[src/rtl/cpu_hazard_pkg.sv]
// Shared constants for the hazard controller: FSM state encoding, register-zero
// address and the redirect decode used by the MEM-stage branch/jump resolution.
package cpu_hazard_pkg;

   localparam int unsigned STATE_W = 2;

   localparam logic [STATE_W-1:0] RUN     = 2'd0;
   localparam logic [STATE_W-1:0] STALL   = 2'd1;
   localparam logic [STATE_W-1:0] RECOVER = 2'd2;

   localparam logic [4:0] REG_ZERO = 5'd0;

   function automatic logic is_redirect(input logic branch, input logic zero, input logic jump);
      return jump | (branch & zero);
   endfunction

endpackage

[src/rtl/load_use_detect.sv]
// Combinational load-use hazard detector: a load in EX whose destination is read by the
// instruction in ID. Writes to register zero are never a hazard.
module load_use_detect
   import cpu_hazard_pkg::*;
(
   input  logic [4:0] id_rs,
   input  logic [4:0] id_rt,
   input  logic       id_uses_rt,
   input  logic [4:0] ex_rt,
   input  logic       ex_mem_read,
   output logic       lu_hit
);

   logic rs_match;
   logic rt_match;

   always_comb begin
      rs_match = (ex_rt == id_rs);
      rt_match = id_uses_rt & (ex_rt == id_rt);
      lu_hit   = ex_mem_read & (ex_rt != REG_ZERO) & (rs_match | rt_match);
   end

endmodule

[src/rtl/hazard_controller.sv]
// Pipeline hazard sequencer: one-cycle load-use stall and MEM-stage redirect squash.
// Performance counters are built only when HAZARD_PERF_CNT_EN is defined.
module hazard_controller
   import cpu_hazard_pkg::*;
#(
   parameter int unsigned CNT_W = 32
) (
   input  logic               clk,
   input  logic               arst_n,
   input  logic               enable,
   input  logic [4:0]         id_rs,
   input  logic [4:0]         id_rt,
   input  logic               id_uses_rt,
   input  logic [4:0]         ex_rt,
   input  logic               ex_mem_read,
   input  logic               mem_branch,
   input  logic               mem_zero,
   input  logic               mem_jump,
   output logic               pc_en,
   output logic               if_id_en,
   output logic               if_id_flush,
   output logic               id_ex_bubble,
   output logic               ex_mem_bubble,
   output logic [STATE_W-1:0] state_o,
   output logic [CNT_W-1:0]   stall_cnt,
   output logic [CNT_W-1:0]   flush_cnt
);

   logic [STATE_W-1:0] state_q, state_d;
   logic               lu_hit;
   logic               redirect;
   logic               run_ok;
   logic               stall_evt;
   logic               flush_evt;

   load_use_detect u_load_use_detect (
      .id_rs       (id_rs),
      .id_rt       (id_rt),
      .id_uses_rt  (id_uses_rt),
      .ex_rt       (ex_rt),
      .ex_mem_read (ex_mem_read),
      .lu_hit      (lu_hit)
   );

   always_comb begin
      // Strobes are forced low while reset is asserted, not only after the flop clears.
      run_ok        = enable & arst_n;
      redirect      = is_redirect(mem_branch, mem_zero, mem_jump);
      pc_en         = 1'b0;
      if_id_en      = 1'b0;
      if_id_flush   = 1'b0;
      id_ex_bubble  = 1'b0;
      ex_mem_bubble = 1'b0;
      stall_evt     = 1'b0;
      flush_evt     = 1'b0;
      state_d       = state_q;
      if (run_ok) begin
         if (redirect) begin
            pc_en         = 1'b1;
            if_id_en      = 1'b1;
            if_id_flush   = 1'b1;
            id_ex_bubble  = 1'b1;
            ex_mem_bubble = 1'b1;
            flush_evt     = 1'b1;
            state_d       = RECOVER;
         end else if (lu_hit && (state_q == RUN)) begin
            // STALL and RECOVER mask lu_hit: ID holds the re-issued or NOP instruction.
            id_ex_bubble = 1'b1;
            stall_evt    = 1'b1;
            state_d      = STALL;
         end else begin
            pc_en    = 1'b1;
            if_id_en = 1'b1;
            state_d  = RUN;
         end
      end
   end

   always_ff @(posedge clk or negedge arst_n) begin
      if (!arst_n) begin
         state_q <= RUN;
      end else begin
         state_q <= state_d;
      end
   end

   assign state_o = state_q;

`ifdef HAZARD_PERF_CNT_EN
   localparam logic [CNT_W-1:0] CNT_ONE = CNT_W'(1);
   localparam logic [CNT_W-1:0] CNT_MAX = {CNT_W{1'b1}};

   logic [CNT_W-1:0] stall_cnt_q, stall_cnt_d;
   logic [CNT_W-1:0] flush_cnt_q, flush_cnt_d;

   always_comb begin
      stall_cnt_d = stall_cnt_q;
      flush_cnt_d = flush_cnt_q;
      if (stall_evt && (stall_cnt_q != CNT_MAX)) begin
         stall_cnt_d = stall_cnt_q + CNT_ONE;
      end
      if (flush_evt && (flush_cnt_q != CNT_MAX)) begin
         flush_cnt_d = flush_cnt_q + CNT_ONE;
      end
   end

   always_ff @(posedge clk or negedge arst_n) begin
      if (!arst_n) begin
         stall_cnt_q <= '0;
         flush_cnt_q <= '0;
      end else begin
         stall_cnt_q <= stall_cnt_d;
         flush_cnt_q <= flush_cnt_d;
      end
   end

   assign stall_cnt = stall_cnt_q;
   assign flush_cnt = flush_cnt_q;
`else
   logic unused_evt;
   assign unused_evt = stall_evt ^ flush_evt;
   assign stall_cnt  = '0;
   assign flush_cnt  = '0;
`endif

endmodule

[config.mk]
export PLATFORM = sky130hd
export DESIGN_NAME = hazard_controller
export DESIGN_NICKNAME = d
export VERILOG_FILES = /design/src/rtl/cpu_hazard_pkg.sv /design/src/rtl/load_use_detect.sv /design/src/rtl/hazard_controller.sv
export SDC_FILE = /design/constraint.sdc
export NUM_CORES = 1
export LEC_CHECK = 0
export CORE_MARGIN = 2
export CORE_UTILIZATION = 23
export DETAILED_ROUTE_END_ITERATION = 8
export PLACE_DENSITY = 0.76
export SYNTH_ARGS = -nofsm -noshare
export SYNTH_HDL_FRONTEND = slang
export SYNTH_SLANG_ARGS = --single-unit
[constraint.sdc]
create_clock -name clk -period 1.93 [get_ports clk]
set_clock_uncertainty 0.15 [all_clocks]
set_input_delay 0.386 -clock clk [delete_from_list [all_inputs] [get_ports clk]]
set_output_delay 0.386 -clock clk [all_outputs]
set_load 0.03 [all_outputs]
==> results.yml, run 1 <==
outcome:
  status: "finished, violations left"
  violations: "negative setup slack"
synth:
  yosys.cell_count.top_type: "buf_4"
  yosysUniqueCellTypes: 19
  netlist_area_sq_um: 752.0
  syn_area_per_cell_sq_um: 7.752
  ys_seq_area_share_pct: 6.656
  synthFlopType: "dfrtp_1"
  synthArstFlopShare_pct: 100.0
  synth_edf_count: 0
  synth_top_cells_by_count: "buf_4 (66), xor2_1 (9), nand2_1 (4)"
  yosysWarnings: 0
  yosysTopAreaCell: "buf_4"
  yosysTopAreaCellShare_pct: 65.89
  yosys-top-cells-area: "buf_4 (66%), xor2_1 (10%), dfrtp_1 (6.7%), nand2_1 (2.0%), nor4_2 (1.7%)"
  synth_seq_cells: 2
  syn_inst: 97
routing:
  detail-route-antenna-nets: 0
  vias_per_cell: 3.050
  drt-initial-drc-count: 9
  first_pass_iters: 2
  routed_wl_mm: 1.357
  post_drt_wl_per_cell_um: 7.581
  route.vias.total: 546
  drc: 0
power_and_ir_drop:
  total_power_uw: 453.9
  leakagePower_nw: 0.5457
  clock_power_share_pct: 21.3
  ir_worst_vdd_uv: 203.6
  sw_frac_of_total_pct: 57.54
  p_switching_uw: 261.2
  internal-power_uw: 192.7
  seqPwrFrac_pct: 10.5
  combinationalPowerShare_pct: 68.2
  power-per-cell-area_mw_per_mm2: 466.3
global_route:
  grt_pass1_vias: 406
  grt_use_total_pct: 6.382
  antenna_found_initial: 0
  grt-ovfl-total: 0
  grt_pass1_wl_mm: 1.607
  grt_max_degree: 4
setup_path:
  reg2regPathDepth: 4
  cp.arrival_ns: 1.69
  path_class: "in2out"
  r2r_slack_ns: 0.48
  cp_max_fo: 3
  r2r-end: "state_o[0]$_DFFE_PN0P_"
  required_ns: 1.39
  r2r-start: "state_o[1]$_DFFE_PN0P_"
  cp-start-kind: "primary input"
  critPathCaptureType: "primary output"
placement:
  dp_hpwl_mm: 1.161
  gp_congestion: 0.6688
  dp.cells: 175
  io_buffer_count: 29
timing:
  fin_crit_ns: 2.225
  slew_viol_final: 0
  fmax_mhz: 449.4
  finalHoldViolCount: 0
  rsz0062_at_grt: "true"
  period_share_pct: 115.3
  fin_ws_ns: -0.2950
  setup_violations: 3
finish:
  nets: 160
  instances_no_fill: 179
  utilization_pct: 31.63
  largest_register_ffs: 2
  diodes: 0
  area_delta_synth_final_pct: 29.45
  fill_cells: 353
  drive_above_1_share_pct: 25.19
hold_path:
  hold_class: "in2async"
clock_network:
  cts_tree: "built"
  htree_levels: 1
  cts_buffers: 3
  hold_buffers: 0
  insertion_delay_ns: 0.23
  root_buffer: "clkbuf_4"
  clkSinkCount: 2
  clkTransAtPathRegs_ns: 0.03
  cts_buffer_depth: 2
floorplan:
  core_area_sq_mm: 0.003078
  die_h_um: 61.18
  ios: 94
  initial_core_util_pct: 24.43
  die_area_sq_mm: 0.003743
  die_w_um: 61.18
  num_rows: 20
flow_run:
  cap_violations: 0
==> per-layer routing <==
| layer | vias to the layer above | share of wire (%) | track usage, % |
|---|---|---|---|
| li1 | 254 | - | - |
| met1 | 235 | 29 | 5.549 |
| met2 | 53 | 50 | 10.64 |
| met3 | 4 | 18 | 2.731 |
| met4 | 0 | 3.0 | 6.522 |
| met5 | - | 0 | 0 |
==> logic make-up after synthesis <==
family / count (synthesis) / synth area share (%)
flip-flops: 2 / 6.656
XOR/XNOR: 10 / 11.65
AND/OR/NAND/NOR: 11 / 7.987
buffers and inverters: 67 / 66.39
other: 1 / 0.4987
AO/OA/AOI/OAI: 6 / 6.822
==> final cells by class <==
class,instances,area (sq um),share of cell area [%]
multi-input cells,91,509.2,52.31
repair buffers,38,332.8,34.19
well taps,44,55.05,5.656
flip-flops and latches,2,50.05,5.141
clock buffers,3,22.52,2.314
inverters,1,3.754,0.3856
==> worst max-delay path by stage <==
stage,endpoint,cells past startpoint,slack [ns],startpoint
global placement,pc_en,6,-0.67,ex_rt[3]
floorplan,pc_en,4,-0.15,ex_rt[1]
global route,pc_en,6,-0.35,id_rt[1]
detailed placement,pc_en,6,-0.71,ex_rt[3]
CTS,pc_en,6,-0.31,id_rt[1]
finish,pc_en,6,-0.29,id_rt[1]
==> per-stage QoR <==
stage          cell area [sq um]  hold WS (ns)  setup slack [ns]  setup TNS, ns
6_report                   973.4        0.3079           -0.2950        -0.8501
5_1_grt                    973.4        0.3204           -0.3520         -1.035
4_1_cts                    958.4        0.2797           -0.3131        -0.9169
3_5_place_dp               905.9        0.3600           -0.7132         -2.509
3_3_place_gp               905.9        0.3428           -0.6740         -2.365
2_1_floorplan               1012      -0.05959           -0.1466        -0.2741
==> placed cells by master (no fill, tap or decap), drive strengths merged, types with 2 or more instances in the layout <==
master / instances
clkbuf: 3
nand2: 4
dlygate4sd2: 9
dfrtp: 2
xor2: 9
buf: 21
nor2: 2
conb: 64
clkdlybuf4s50: 6
==> power by group through the flow <==
stage / logic (mW) / clock network, mW / registers (mW)
5_1_grt: 0.328 / 0.107 / 0.0483
6_report: 0.310 / 0.0965 / 0.0477
3_3_place_gp: 0.300 / 0 / 0.0478
3_5_place_dp: 0.300 / 0 / 0.0482
4_1_cts: 0.306 / 0.102 / 0.0479
2_1_floorplan: 0.313 / 0 / 0.0541
==> critical path: stages <==
cell     delay (ns)
buf_6          0.10
xor2_2         0.17
nor4_2         0.30
a32oi_2        0.18
o311a_4        0.41
buf_6          0.14
==> repair_timing <==
item / 4_1_cts / 5_1_grt
pin swaps: 10 / 1
endpoints found under the setup margin: 6 / 5
buffers inserted: 1 / 0
gates resized for setup: 51 / 4
No activity file was read; power rests on OpenSTA's default activity.
==> run 2: changes to the inputs <==
- CTS_BUF_LIST: unset -> sky130_fd_sc_hd__clkbuf_8 sky130_fd_sc_hd__clkbuf_16
==> results.yml, run 2 (synthesis results as in run 1) <==
setup_path:
  path_class: "in2out"
  cpMostUsedCell: "buf_6"
  r2r_slack_ns: 0.48
  max_stage_delay_ns: 0.41
  cp-start-kind: "primary input"
  critical_path.top_delay_family: "compound AO/OA/AOI/OAI gates"
  required_ns: 1.39
  cp_slowest_cell: "o311a_4"
  cp_cell_sequence: "buf_6, xor2_2, nor4_2, a32oi_2, o311a_4, buf_6"
  cp.arrival_ns: 1.69
  path_buf_inv: 2
  cp_max_fo: 3
  critPathCaptureType: "primary output"
routing:
  first_pass_iters: 2
  post_drt_wl_per_cell_um: 7.536
  route.vias.total: 544
  routed_wl_mm: 1.349
  drc: 0
  drt-initial-drc-count: 9
  detail-route-antenna-nets: 0
  vias_per_cell: 3.039
finish:
  diodes: 0
  nets: 160
  final_area_sq_um: 992.2
  drive_above_1_share_pct: 25.19
  largest_register_ffs: 2
  layout_commonest_cell: "conb_1"
  area_delta_synth_final_pct: 31.95
  fill_cells: 348
  seq_area_sq_um: 50.05
  layout_common_cells: "conb_1 (64), dlygate4sd2_1 (9), buf_4 (9), xor2_1 (8), buf_6 (7)"
  multi_input_area_sq_um: 509.2
  utilization_pct: 32.24
clock_network:
  root_buffer: "clkbuf_8"
  cts_tree: "built"
  clkTransAtPathRegs_ns: 0.03
  cts_buffer_depth: 2
  insertion_delay_ns: 0.21
  htree_levels: 1
  cts_buffers: 3
  clkSinkCount: 2
  hold_buffers: 0
timing:
  finalHoldViolCount: 0
  period_share_pct: 115.3
  tns_ns: -0.8496
  setup_violations: 3
  slew_viol_final: 0
  fin_ws_ns: -0.2947
  fin_crit_ns: 2.225
  fmax_mhz: 449.5
  rsz0062_at_grt: "true"
floorplan:
  core_area_sq_mm: 0.003078
  die_w_um: 61.18
  ios: 94
  initial_core_util_pct: 24.43
  num_rows: 20
  die_area_sq_mm: 0.003743
  die_h_um: 61.18
global_route:
  grt-ovfl-total: 0
  grt_pass1_wl_mm: 1.607
  grt_max_degree: 4
  grt_pass1_vias: 403
  grt_use_total_pct: 6.080
  antenna_found_initial: 0
flow_run:
  cap_violations: 0
placement:
  gp_congestion: 0.6688
  io_buffer_count: 29
  dp_hpwl_mm: 1.161
  dpl-instance-area_sq_um: 905.9
outcome:
  status: "finished, violations left"
  violations: "negative setup slack"
power_and_ir_drop:
  power-per-cell-area_mw_per_mm2: 528.4
  ir_worst_vdd_uv: 316.9
  leakagePower_nw: 0.5535
hold_path:
  hold_class: "in2async"
[run 2: per-layer routing]
layer	GRT usage (%)	wire [um]	part of all wire, %	up-vias
met4	4.658	21	1.6	0
met1	5.801	394	29	235
met2	10.64	688	51	53
met5	0	0	0	-
li1	-	-	-	254
met3	2.101	244	18	2
[run 2: worst reg2reg max path: cells and delay by family (launching register included)]
family / cells / cell delay (ns)
simple gates: 2 / 0.51
compound gates: 2 / 0.32
flops: 1 / 0.38
[run 2: cell type report]
| cell class | count | share of cell area, % |
|---|---|---|
| Multi-Input combinational cell | 91 | 51.32 |
| Timing Repair Buffer | 38 | 33.54 |
| Tap cell | 44 | 5.549 |
| Sequential cell | 2 | 5.044 |
| Clock buffer | 3 | 4.161 |
| Inverter | 1 | 0.3783 |
[run 2: worst paths after layout]
kind,from,to,depth (start not counted)
setup / recovery,id_rt[1],pc_en,6
hold / removal,arst_n,state_o[0]$_DFFE_PN0P_,2
setup reg to reg,state_o[1]$_DFFE_PN0P_,state_o[0]$_DFFE_PN0P_,4
hold reg to reg,state_o[1]$_DFFE_PN0P_,state_o[1]$_DFFE_PN0P_,2
max in group asynchronous,arst_n,state_o[1]$_DFFE_PN0P_,2
min in group clk,state_o[1]$_DFFE_PN0P_,state_o[1]$_DFFE_PN0P_,2
[run 2: power breakdown]
| group | switching, mW | internal (mW) |
|---|---|---|
| registers | 0.00239 | 0.0454 |
| logic | 0.231 | 0.0785 |
| clock network | 0.0348 | 0.132 |
[run 2: metrics by stage]
| stage | hold slack, ns | setup WS [ns] | instances | power [mW] |
|---|---|---|---|---|
| 2_1_floorplan | -0.05959 | -0.1466 | 160 | 0.3673 |
| 3_3_place_gp | 0.3428 | -0.6740 | 175 | 0.3478 |
| 3_5_place_dp | 0.3600 | -0.7132 | 175 | 0.3483 |
| 4_1_cts | 0.3011 | -0.3131 | 179 | 0.5260 |
| 5_1_grt | 0.3413 | -0.3520 | 179 | 0.5583 |
| 6_report | 0.3272 | -0.2947 | 179 | 0.5242 |
[run 2: repair_timing]
item | 4_1_cts | 5_1_grt
setup buffers | 1 | 0
endpoints found under the hold margin | 0 | 0
cloned | 0 | 0
pin swaps | 10 | 1
setup endpoints to repair | 6 | 5
gates resized for setup | 51 | 4
